[config.mk]
export PLATFORM = sky130hd
export DESIGN_NAME = multicycle_control_unit
export DESIGN_NICKNAME = d
export VERILOG_FILES = /design/src/rtl/multicycle_control_unit_pkg.sv /design/src/rtl/multicycle_control_unit_opcode_classifier.sv /design/src/rtl/multicycle_control_unit.sv
export SDC_FILE = /design/constraint.sdc
export NUM_CORES = 1
export LEC_CHECK = 0
export CORE_ASPECT_RATIO = 0.5
export CORE_MARGIN = 4
export CORE_UTILIZATION = 45
export CTS_CLUSTER_DIAMETER = 50
export DETAILED_ROUTE_END_ITERATION = 8
export PLACE_DENSITY = 0.76
export SLEW_MARGIN = 10
export SYNTH_ARGS = -nofsm -noshare
export SYNTH_HDL_FRONTEND = slang
export SYNTH_HIERARCHICAL = 1
export SYNTH_SLANG_ARGS = --single-unit
[constraint.sdc]
create_clock -name clk -period 4.3 [get_ports clk]
set_input_delay 0.645 -clock clk [delete_from_list [all_inputs] [get_ports clk]]
set_output_delay 0.645 -clock clk [all_outputs]
set_load 0.05 [all_outputs]
[src/rtl/multicycle_control_unit_pkg.sv]
// rtl/multicycle_control_unit_pkg.sv - shared opcodes, state encoding, ALU class and mux-select codes
package multicycle_control_unit_pkg;

    localparam logic [6:0] OPC_R      = 7'b0110011;
    localparam logic [6:0] OPC_I      = 7'b0010011;
    localparam logic [6:0] OPC_LUI    = 7'b0110111;
    localparam logic [6:0] OPC_LOAD   = 7'b0000011;
    localparam logic [6:0] OPC_STORE  = 7'b0100011;
    localparam logic [6:0] OPC_BRANCH = 7'b1100011;
    localparam logic [6:0] OPC_JAL    = 7'b1101111;
    localparam logic [6:0] OPC_JALR   = 7'b1100111;

    typedef enum logic [3:0] {
        S_RESET     = 4'd0,
        S_FETCH     = 4'd1,
        S_DECODE    = 4'd2,
        S_EXEC_R    = 4'd3,
        S_EXEC_I    = 4'd4,
        S_EXEC_LUI  = 4'd5,
        S_ALU_WB    = 4'd6,
        S_MEM_ADDR  = 4'd7,
        S_MEM_READ  = 4'd8,
        S_MEM_WB    = 4'd9,
        S_MEM_WRITE = 4'd10,
        S_BRANCH    = 4'd11,
        S_JAL       = 4'd12,
        S_JALR      = 4'd13,
        S_ILLEGAL   = 4'd14
    } state_e;

    // Class codes understood by ALU_Control
    typedef enum logic [2:0] {
        ALU_OP_R    = 3'b000,
        ALU_OP_I    = 3'b001,
        ALU_OP_LUI  = 3'b010,
        ALU_OP_SW   = 3'b011,
        ALU_OP_B    = 3'b100,
        ALU_OP_JALR = 3'b101,
        ALU_OP_LW   = 3'b110,
        ALU_OP_ADD  = 3'b111
    } alu_op_e;

    localparam logic [1:0] PC_SRC_ALU     = 2'b00;
    localparam logic [1:0] PC_SRC_ALUOUT  = 2'b01;

    localparam logic [1:0] RESULT_ALUOUT  = 2'b00;
    localparam logic [1:0] RESULT_MEM     = 2'b01;
    localparam logic [1:0] RESULT_PC      = 2'b10;

    localparam logic [1:0] SRC_A_PC       = 2'b00;
    localparam logic [1:0] SRC_A_OLDPC    = 2'b01;
    localparam logic [1:0] SRC_A_RS1      = 2'b10;

    localparam logic [1:0] SRC_B_RS2      = 2'b00;
    localparam logic [1:0] SRC_B_FOUR     = 2'b01;
    localparam logic [1:0] SRC_B_IMM      = 2'b10;

endpackage

[src/rtl/multicycle_control_unit_opcode_classifier.sv]
// rtl/multicycle_control_unit_opcode_classifier.sv - opcode to post-DECODE state and illegal flag
module multicycle_control_unit_opcode_classifier
    import multicycle_control_unit_pkg::*;
(
    input  logic [6:0] opcode_i,
    output logic [3:0] next_state_o,
    output logic       is_store_o,
    output logic       illegal_o
);

    always_comb begin
        next_state_o = S_ILLEGAL;
        is_store_o   = 1'b0;
        illegal_o    = 1'b0;
        case (opcode_i)
            OPC_R:      next_state_o = S_EXEC_R;
            OPC_I:      next_state_o = S_EXEC_I;
            OPC_LUI:    next_state_o = S_EXEC_LUI;
            OPC_LOAD:   next_state_o = S_MEM_ADDR;
            OPC_STORE: begin
                next_state_o = S_MEM_ADDR;
                is_store_o   = 1'b1;
            end
            OPC_BRANCH: next_state_o = S_BRANCH;
            OPC_JAL:    next_state_o = S_JAL;
            OPC_JALR:   next_state_o = S_JALR;
            default:    illegal_o    = 1'b1;
        endcase
    end

endmodule

[src/rtl/multicycle_control_unit.sv]
// rtl/multicycle_control_unit.sv - multicycle RV32I main FSM with retired-instruction counter
module multicycle_control_unit
    import multicycle_control_unit_pkg::*;
#(
    parameter int INSTRET_WIDTH = 32,
    parameter bit ILLEGAL_HALT  = 1'b1
) (
    input  logic                     clk,
    input  logic                     reset,
    input  logic [6:0]               opcode_i,
    input  logic                     mem_ready_i,
    input  logic                     branch_cond_i,
    output logic                     pc_write_o,
    output logic [1:0]               pc_src_o,
    output logic                     ir_write_o,
    output logic                     adr_src_o,
    output logic                     mem_read_o,
    output logic                     mem_write_o,
    output logic                     reg_write_o,
    output logic [1:0]               result_src_o,
    output logic [1:0]               alu_src_a_o,
    output logic [1:0]               alu_src_b_o,
    output logic [2:0]               alu_op_o,
    output logic                     illegal_o,
    output logic                     retire_o,
    output logic [INSTRET_WIDTH-1:0] instret_o,
    output logic [3:0]               state_o
);

    state_e                   state_q, state_d;
    logic                     is_store_q, is_store_d;
    logic [INSTRET_WIDTH-1:0] instret_q, instret_d;

    logic [3:0] cls_next_state;
    logic       cls_is_store;
    logic       cls_illegal;

    multicycle_control_unit_opcode_classifier u_classifier (
        .opcode_i     (opcode_i),
        .next_state_o (cls_next_state),
        .is_store_o   (cls_is_store),
        .illegal_o    (cls_illegal)
    );

    always_ff @(posedge clk) begin
        if (reset) begin
            state_q    <= S_RESET;
            is_store_q <= 1'b0;
            instret_q  <= '0;
        end else begin
            state_q    <= state_d;
            is_store_q <= is_store_d;
            instret_q  <= instret_d;
        end
    end

    always_comb begin
        state_d      = state_q;
        is_store_d   = is_store_q;
        pc_write_o   = 1'b0;
        pc_src_o     = PC_SRC_ALU;
        ir_write_o   = 1'b0;
        adr_src_o    = 1'b0;
        mem_read_o   = 1'b0;
        mem_write_o  = 1'b0;
        reg_write_o  = 1'b0;
        result_src_o = RESULT_ALUOUT;
        alu_src_a_o  = SRC_A_PC;
        alu_src_b_o  = SRC_B_RS2;
        alu_op_o     = ALU_OP_R;
        illegal_o    = 1'b0;
        retire_o     = 1'b0;

        case (state_q)
            S_RESET: state_d = S_FETCH;
            S_FETCH: begin
                mem_read_o  = 1'b1;
                alu_src_b_o = SRC_B_FOUR;
                alu_op_o    = ALU_OP_ADD;
                if (mem_ready_i) begin
                    ir_write_o = 1'b1;
                    pc_write_o = 1'b1;
                    state_d    = S_DECODE;
                end
            end
            S_DECODE: begin
                // Branch/JAL target is precomputed here into ALUOut
                alu_src_a_o = SRC_A_OLDPC;
                alu_src_b_o = SRC_B_IMM;
                alu_op_o    = ALU_OP_ADD;
                is_store_d  = cls_is_store;
                state_d     = cls_illegal ? S_ILLEGAL : state_e'(cls_next_state);
            end
            S_EXEC_R: begin
                alu_src_a_o = SRC_A_RS1;
                alu_op_o    = ALU_OP_R;
                state_d     = S_ALU_WB;
            end
            S_EXEC_I: begin
                alu_src_a_o = SRC_A_RS1;
                alu_src_b_o = SRC_B_IMM;
                alu_op_o    = ALU_OP_I;
                state_d     = S_ALU_WB;
            end
            S_EXEC_LUI: begin
                alu_src_b_o = SRC_B_IMM;
                alu_op_o    = ALU_OP_LUI;
                state_d     = S_ALU_WB;
            end
            S_ALU_WB: begin
                reg_write_o = 1'b1;
                retire_o    = 1'b1;
                state_d     = S_FETCH;
            end
            S_MEM_ADDR: begin
                alu_src_a_o = SRC_A_RS1;
                alu_src_b_o = SRC_B_IMM;
                alu_op_o    = is_store_q ? ALU_OP_SW : ALU_OP_LW;
                state_d     = is_store_q ? S_MEM_WRITE : S_MEM_READ;
            end
            S_MEM_READ: begin
                mem_read_o = 1'b1;
                adr_src_o  = 1'b1;
                if (mem_ready_i) state_d = S_MEM_WB;
            end
            S_MEM_WB: begin
                reg_write_o  = 1'b1;
                result_src_o = RESULT_MEM;
                retire_o     = 1'b1;
                state_d      = S_FETCH;
            end
            S_MEM_WRITE: begin
                mem_write_o = 1'b1;
                adr_src_o   = 1'b1;
                if (mem_ready_i) begin
                    retire_o = 1'b1;
                    state_d  = S_FETCH;
                end
            end
            S_BRANCH: begin
                alu_src_a_o = SRC_A_RS1;
                alu_op_o    = ALU_OP_B;
                pc_src_o    = PC_SRC_ALUOUT;
                pc_write_o  = branch_cond_i;
                retire_o    = 1'b1;
                state_d     = S_FETCH;
            end
            S_JAL: begin
                alu_op_o     = ALU_OP_ADD;
                pc_write_o   = 1'b1;
                pc_src_o     = PC_SRC_ALUOUT;
                reg_write_o  = 1'b1;
                result_src_o = RESULT_PC;
                retire_o     = 1'b1;
                state_d      = S_FETCH;
            end
            S_JALR: begin
                alu_src_a_o  = SRC_A_RS1;
                alu_src_b_o  = SRC_B_IMM;
                alu_op_o     = ALU_OP_JALR;
                pc_write_o   = 1'b1;
                reg_write_o  = 1'b1;
                result_src_o = RESULT_PC;
                retire_o     = 1'b1;
                state_d      = S_FETCH;
            end
            S_ILLEGAL: begin
                illegal_o = 1'b1;
                if (!ILLEGAL_HALT) begin
                    retire_o = 1'b1;
                    state_d  = S_FETCH;
                end
            end
            default: state_d = S_RESET;
        endcase

        instret_d = instret_q + INSTRET_WIDTH'(retire_o);
    end

    assign instret_o = instret_q;
    assign state_o   = state_q;

endmodule

==> impl.org <==
** Setup path
- STA puts the critical path data arrival time at 3.78 ns.
- Slowest Stage Delay on Critical Path :: 0.78 ns
- Along the worst path, the maximum fanout reaches 23.
- The cell that appears most often on the critical path is sky130_fd_sc_hd__ha_1.
- Type of destination of the critical path :: register
- Data required, critical path :: 4.52 ns
- The number of cells on the worst reg-to-reg path is 10.
- Slowest cell on the critical path :: sky130_fd_sc_hd__dfxtp_1
- Terminus of the critical flop-to-flop path :: instret_o[20]
- STA classifies the critical path startpoint as a register.
- Setup slack on the worst reg-to-reg path comes out at 0.74 ns.
- Crit Reg-Reg Startpoint :: state_o[2]
- Critical Setup Path Class :: reg2reg
- The most critical setup path has its endpoint at instret_o[20].
- Crit-path cells :: inv_1 > nor2_1 > o21ai_0 > o21ai_1 > ha_1 > ha_1 > and3_1 > nand4_1 > or4_1 > a21oi_1
- Worst setup path start :: state_o[2]

** Clock network
- CTS built an H-tree with a depth of 2.
- Worst-skew pair later-pin latency :: 0.29 ns
- Clock tree from TritonCTS :: yes
- CTS saw 37 sinks.
- Cell at the root of the clock tree :: sky130_fd_sc_hd__clkbuf_8
- The number of setup buffers added after CTS is 0.
- Clock-pin slew was measured on the worst setup and hold paths at 0.07 ns.
- The number of hold buffers added after CTS was 0.
- Post-CTS repair changed the size of 0 cells.
- Number of buffers added by the clock tree synthesis step :: 5
- Maximum clock path buffer count :: 2

** STA
- Maximum clock frequency :: 281.0 MHz
- Post-route clock skew :: 0.008380 ns
- Endpoints failing setup :: 0
- The clock period could shrink to 3.559 ns.
- Max-slew violation total from the final report :: 0
- Slew at the pin closest to its max-slew limit :: 0.8591 ns
- Count of endpoints failing hold in the final timing report :: 0
- Unrepaired setup endpoints after global routing :: false
- Setup tns final :: 0 ns
- Worst rel slew slack :: 42.65%
- Of the available clock period, the critical path in the final layout requires 82.76%.

** Yosys
- Number of flops mapped to enable cells by yosys :: 0
- By area, the combinational part of the netlist is dominated by simple AND/OR/NAND/NOR gates.
- After synthesis, the netlist uses 51 different library cells.
- Synth Flop Type :: sky130_fd_sc_hd__dfxtp_1
- Averaged over all synthesized cells, the footprint is 7.603 um2.
- Leading cell type by number of instances after synthesis :: sky130_fd_sc_hd__dfxtp_1
- Proportion of netlist area held by the largest area contributor :: 32.37%
- The synthesized netlist devotes 1.093% of its cell area to adder and majority cells.
- Fraction of the yosys area taken by sequential cells :: 32.37%
- Synthesis produced a netlist whose cell count is 301.
- Summing the areas of all compound-gate instances in the mapped netlist gives 21.27% of the synthesized area.
- Of all cell types, the one taking the most synthesized area is sky130_fd_sc_hd__dfxtp_1.
- Synthesized flop and latch total :: 37
- The Yosys step of the flow raised 6 warnings.
- In the synthesized netlist the async set-or-reset flop fraction comes to 0%.
- Synth top area cells :: sky130_fd_sc_hd__dfxtp_1 (32%), sky130_fd_sc_hd__a21oi_1 (6.6%), sky130_fd_sc_hd__nor2_1 (4.3%)
- The number of nets in the synthesized netlist is 314.
- Xor and xnor fraction of the mapped netlist area :: 4.975%
- Of the post-synthesis cell area, the part taken by muxes is 0.9295%.
- The synthesized netlist devotes 33.73% of its cell area to simple gates.
- Cell Area, Synth :: 2288 um2
- Most instantiated cells after synthesis :: sky130_fd_sc_hd__dfxtp_1 (37), sky130_fd_sc_hd__a21oi_1 (30), sky130_fd_sc_hd__nor2_1 (26)

** Detailed routing
- After detailed routing, the number of remaining DRC violations is 0.
- Summed over all layers, the routed wires come to 5.875 mm.
- In this run, the number of DRC markers left after iteration 0 of detailed routing was 132.
- Per-cell via count in the routed design :: 5.769
- Iteration count of the initial detailed-routing pass :: 4
- Wire length per cell after detailed routing :: 13.86 um
- The detailed router placed 2,446 vias in this run.
- The detail route stage leaves a number of antenna-violating nets equal to 0.

** Pwr
- Static leakage :: 0.9557 nW
- Power per cell area :: 473.4 nW/um2
- The worst-case IR drop observed on VDD is 0.3276 mV.

** Job
- The tool flagged a number of max-cap violations equal to 0.

** Floorplanning
- Vertical die dimension :: 58.43 um
- From left edge to right edge, the die measures 108.9 um.
- The die covers 6360 um2.
- For this design the top-level I/O count stands at 66.
- Total number of placement rows :: 18
- The floorplan step defined a core boundary enclosing 4910 um2.
- Initial core utilization :: 46.61%

** Global routing
- Entering global routing, the biggest net connects 28 pins.
- Across every metal layer, demand over resource in global routing totals 18.93%.
- Number of antenna violations at the first check in global routing :: 0
- The first global-routing pass estimated 9.942 mm of wire.
- Overall overflow remaining after global route :: 0
- Vias in the first global route :: 2,209

** Min path
- Hold Path Class :: reg2reg
- Number of cells on the worst hold path :: 2

** Place
- Buffers added on ports :: 64
- Post-detailed-placement half-perimeter wirelength :: 4.281 mm
- The congestion estimate from routability-driven global placement came to 0.8464.

** Layout
- Cells with a size suffix above 1 make up 4.520% of the layout.
- For this run, the share of the core covered by cells in the final layout is 62.18%.
- Layout-stage area growth over the synthesis result :: 33.41%
- Number of nets in the finished design :: 366
- # diodes :: 0

** Run status
- The flow ran to the end, and the final reports show no timing, DRC or antenna violations.
-- registers in the layout, indices dropped and copies added, names as in the netlist --
signal and count:
instret_o 32, state_o 4, is_store_q 1
-- worst min path at each step --
stage                  startpoint            end  slack, ns
floorplan              is_store_q     is_store_q       0.51
global placement    instret_o[20]  instret_o[20]       0.48
detailed placement  instret_o[20]  instret_o[20]       0.49
CTS                 instret_o[20]  instret_o[20]       0.50
global route        instret_o[19]  instret_o[19]       0.55
finish              instret_o[19]  instret_o[19]       0.51
-- stage by stage --
stage / instance area, um2 / std cells / power (W) / hold slack [ns] / worst slack [ns]
after detailed placement: 2937 / 416 / 0.001144 / 0.4942 / 0.7357
final: 3053 / 424 / 0.001445 / 0.5109 / 0.7414
after global placement: 2937 / 416 / 0.001134 / 0.4849 / 0.8373
after floorplan: 2288 / 301 / 0.0009345 / 0.5077 / 0.3867
after CTS: 3053 / 424 / 0.001455 / 0.5047 / 0.7848
after global routing: 3053 / 424 / 0.001524 / 0.5468 / 0.3883
-- cells in the final DEF, fill, tap and decap left out, types with 4 or more instances in the layout --
cell and count:
sky130_fd_sc_hd__a21oi_1 30, sky130_fd_sc_hd__clkbuf_8 6, sky130_fd_sc_hd__clkdlybuf4s50_1 64, sky130_fd_sc_hd__dfxtp_1 37, sky130_fd_sc_hd__inv_1 8, sky130_fd_sc_hd__nand2_1 19
sky130_fd_sc_hd__nand2b_1 6, sky130_fd_sc_hd__nand3_1 14, sky130_fd_sc_hd__nand4_1 12, sky130_fd_sc_hd__nor2_1 26, sky130_fd_sc_hd__nor2b_1 9, sky130_fd_sc_hd__nor3_1 9
sky130_fd_sc_hd__nor4_1 4, sky130_fd_sc_hd__o21ai_0 17, sky130_fd_sc_hd__o31ai_1 8, sky130_fd_sc_hd__or3_1 7, sky130_fd_sc_hd__or4_1 13, sky130_fd_sc_hd__xnor2_1 7
sky130_fd_sc_hd__xor2_1 6
-- critical path: cells and delay by family, from the launching register on --
family / cells / cell delay (ns)
adders and majority gates: 2 / 0.47
AOI/OAI and AO/OA: 3 / 0.42
and+or+nand+nor: 4 / 1.61
buffers and inverters: 1 / 0.22
DFF: 1 / 0.78
-- layout make-up --
type	instances	area (um2)
fillers	465	1857
multi-input cells	235	1423
flip-flops and latches	37	740.7
repair buffers	66	655.6
well taps	70	87.58
clock buffers	7	86.33
clock inverters	1	30.03
inverters	8	30.03
-- power breakdown --
group	internal, W	switching (W)	leakage (nW)
combinational	0.000242	0.000458	0.599
sequential	0.000359	0.0000741	0.299
clock	0.000189	0.000122	0.0585
-- metal layers --
metal | vias to the layer above | GRT usage, % | share of wire, %
met1 | 1134 | 24.13 | 46
met3 | 9 | 3.395 | 5.1
met2 | 77 | 33.54 | 48
li1 | 1226 | - | -
met5 | - | 0 | 0
met4 | 0 | 4.856 | 1.3
-- logic make-up (layout without fill, tap and decap cells) --
group / Yosys count / in the layout
buf+inv: 29 / 82
compound gates: 79 / 79
mux: 2 / 2
xor+xnor: 13 / 13
other cells: 1 / 1
simple gates: 138 / 138
flops: 37 / 37
fa+ha+maj: 2 / 2
No activity file was read; power rests on OpenSTA's default activity.
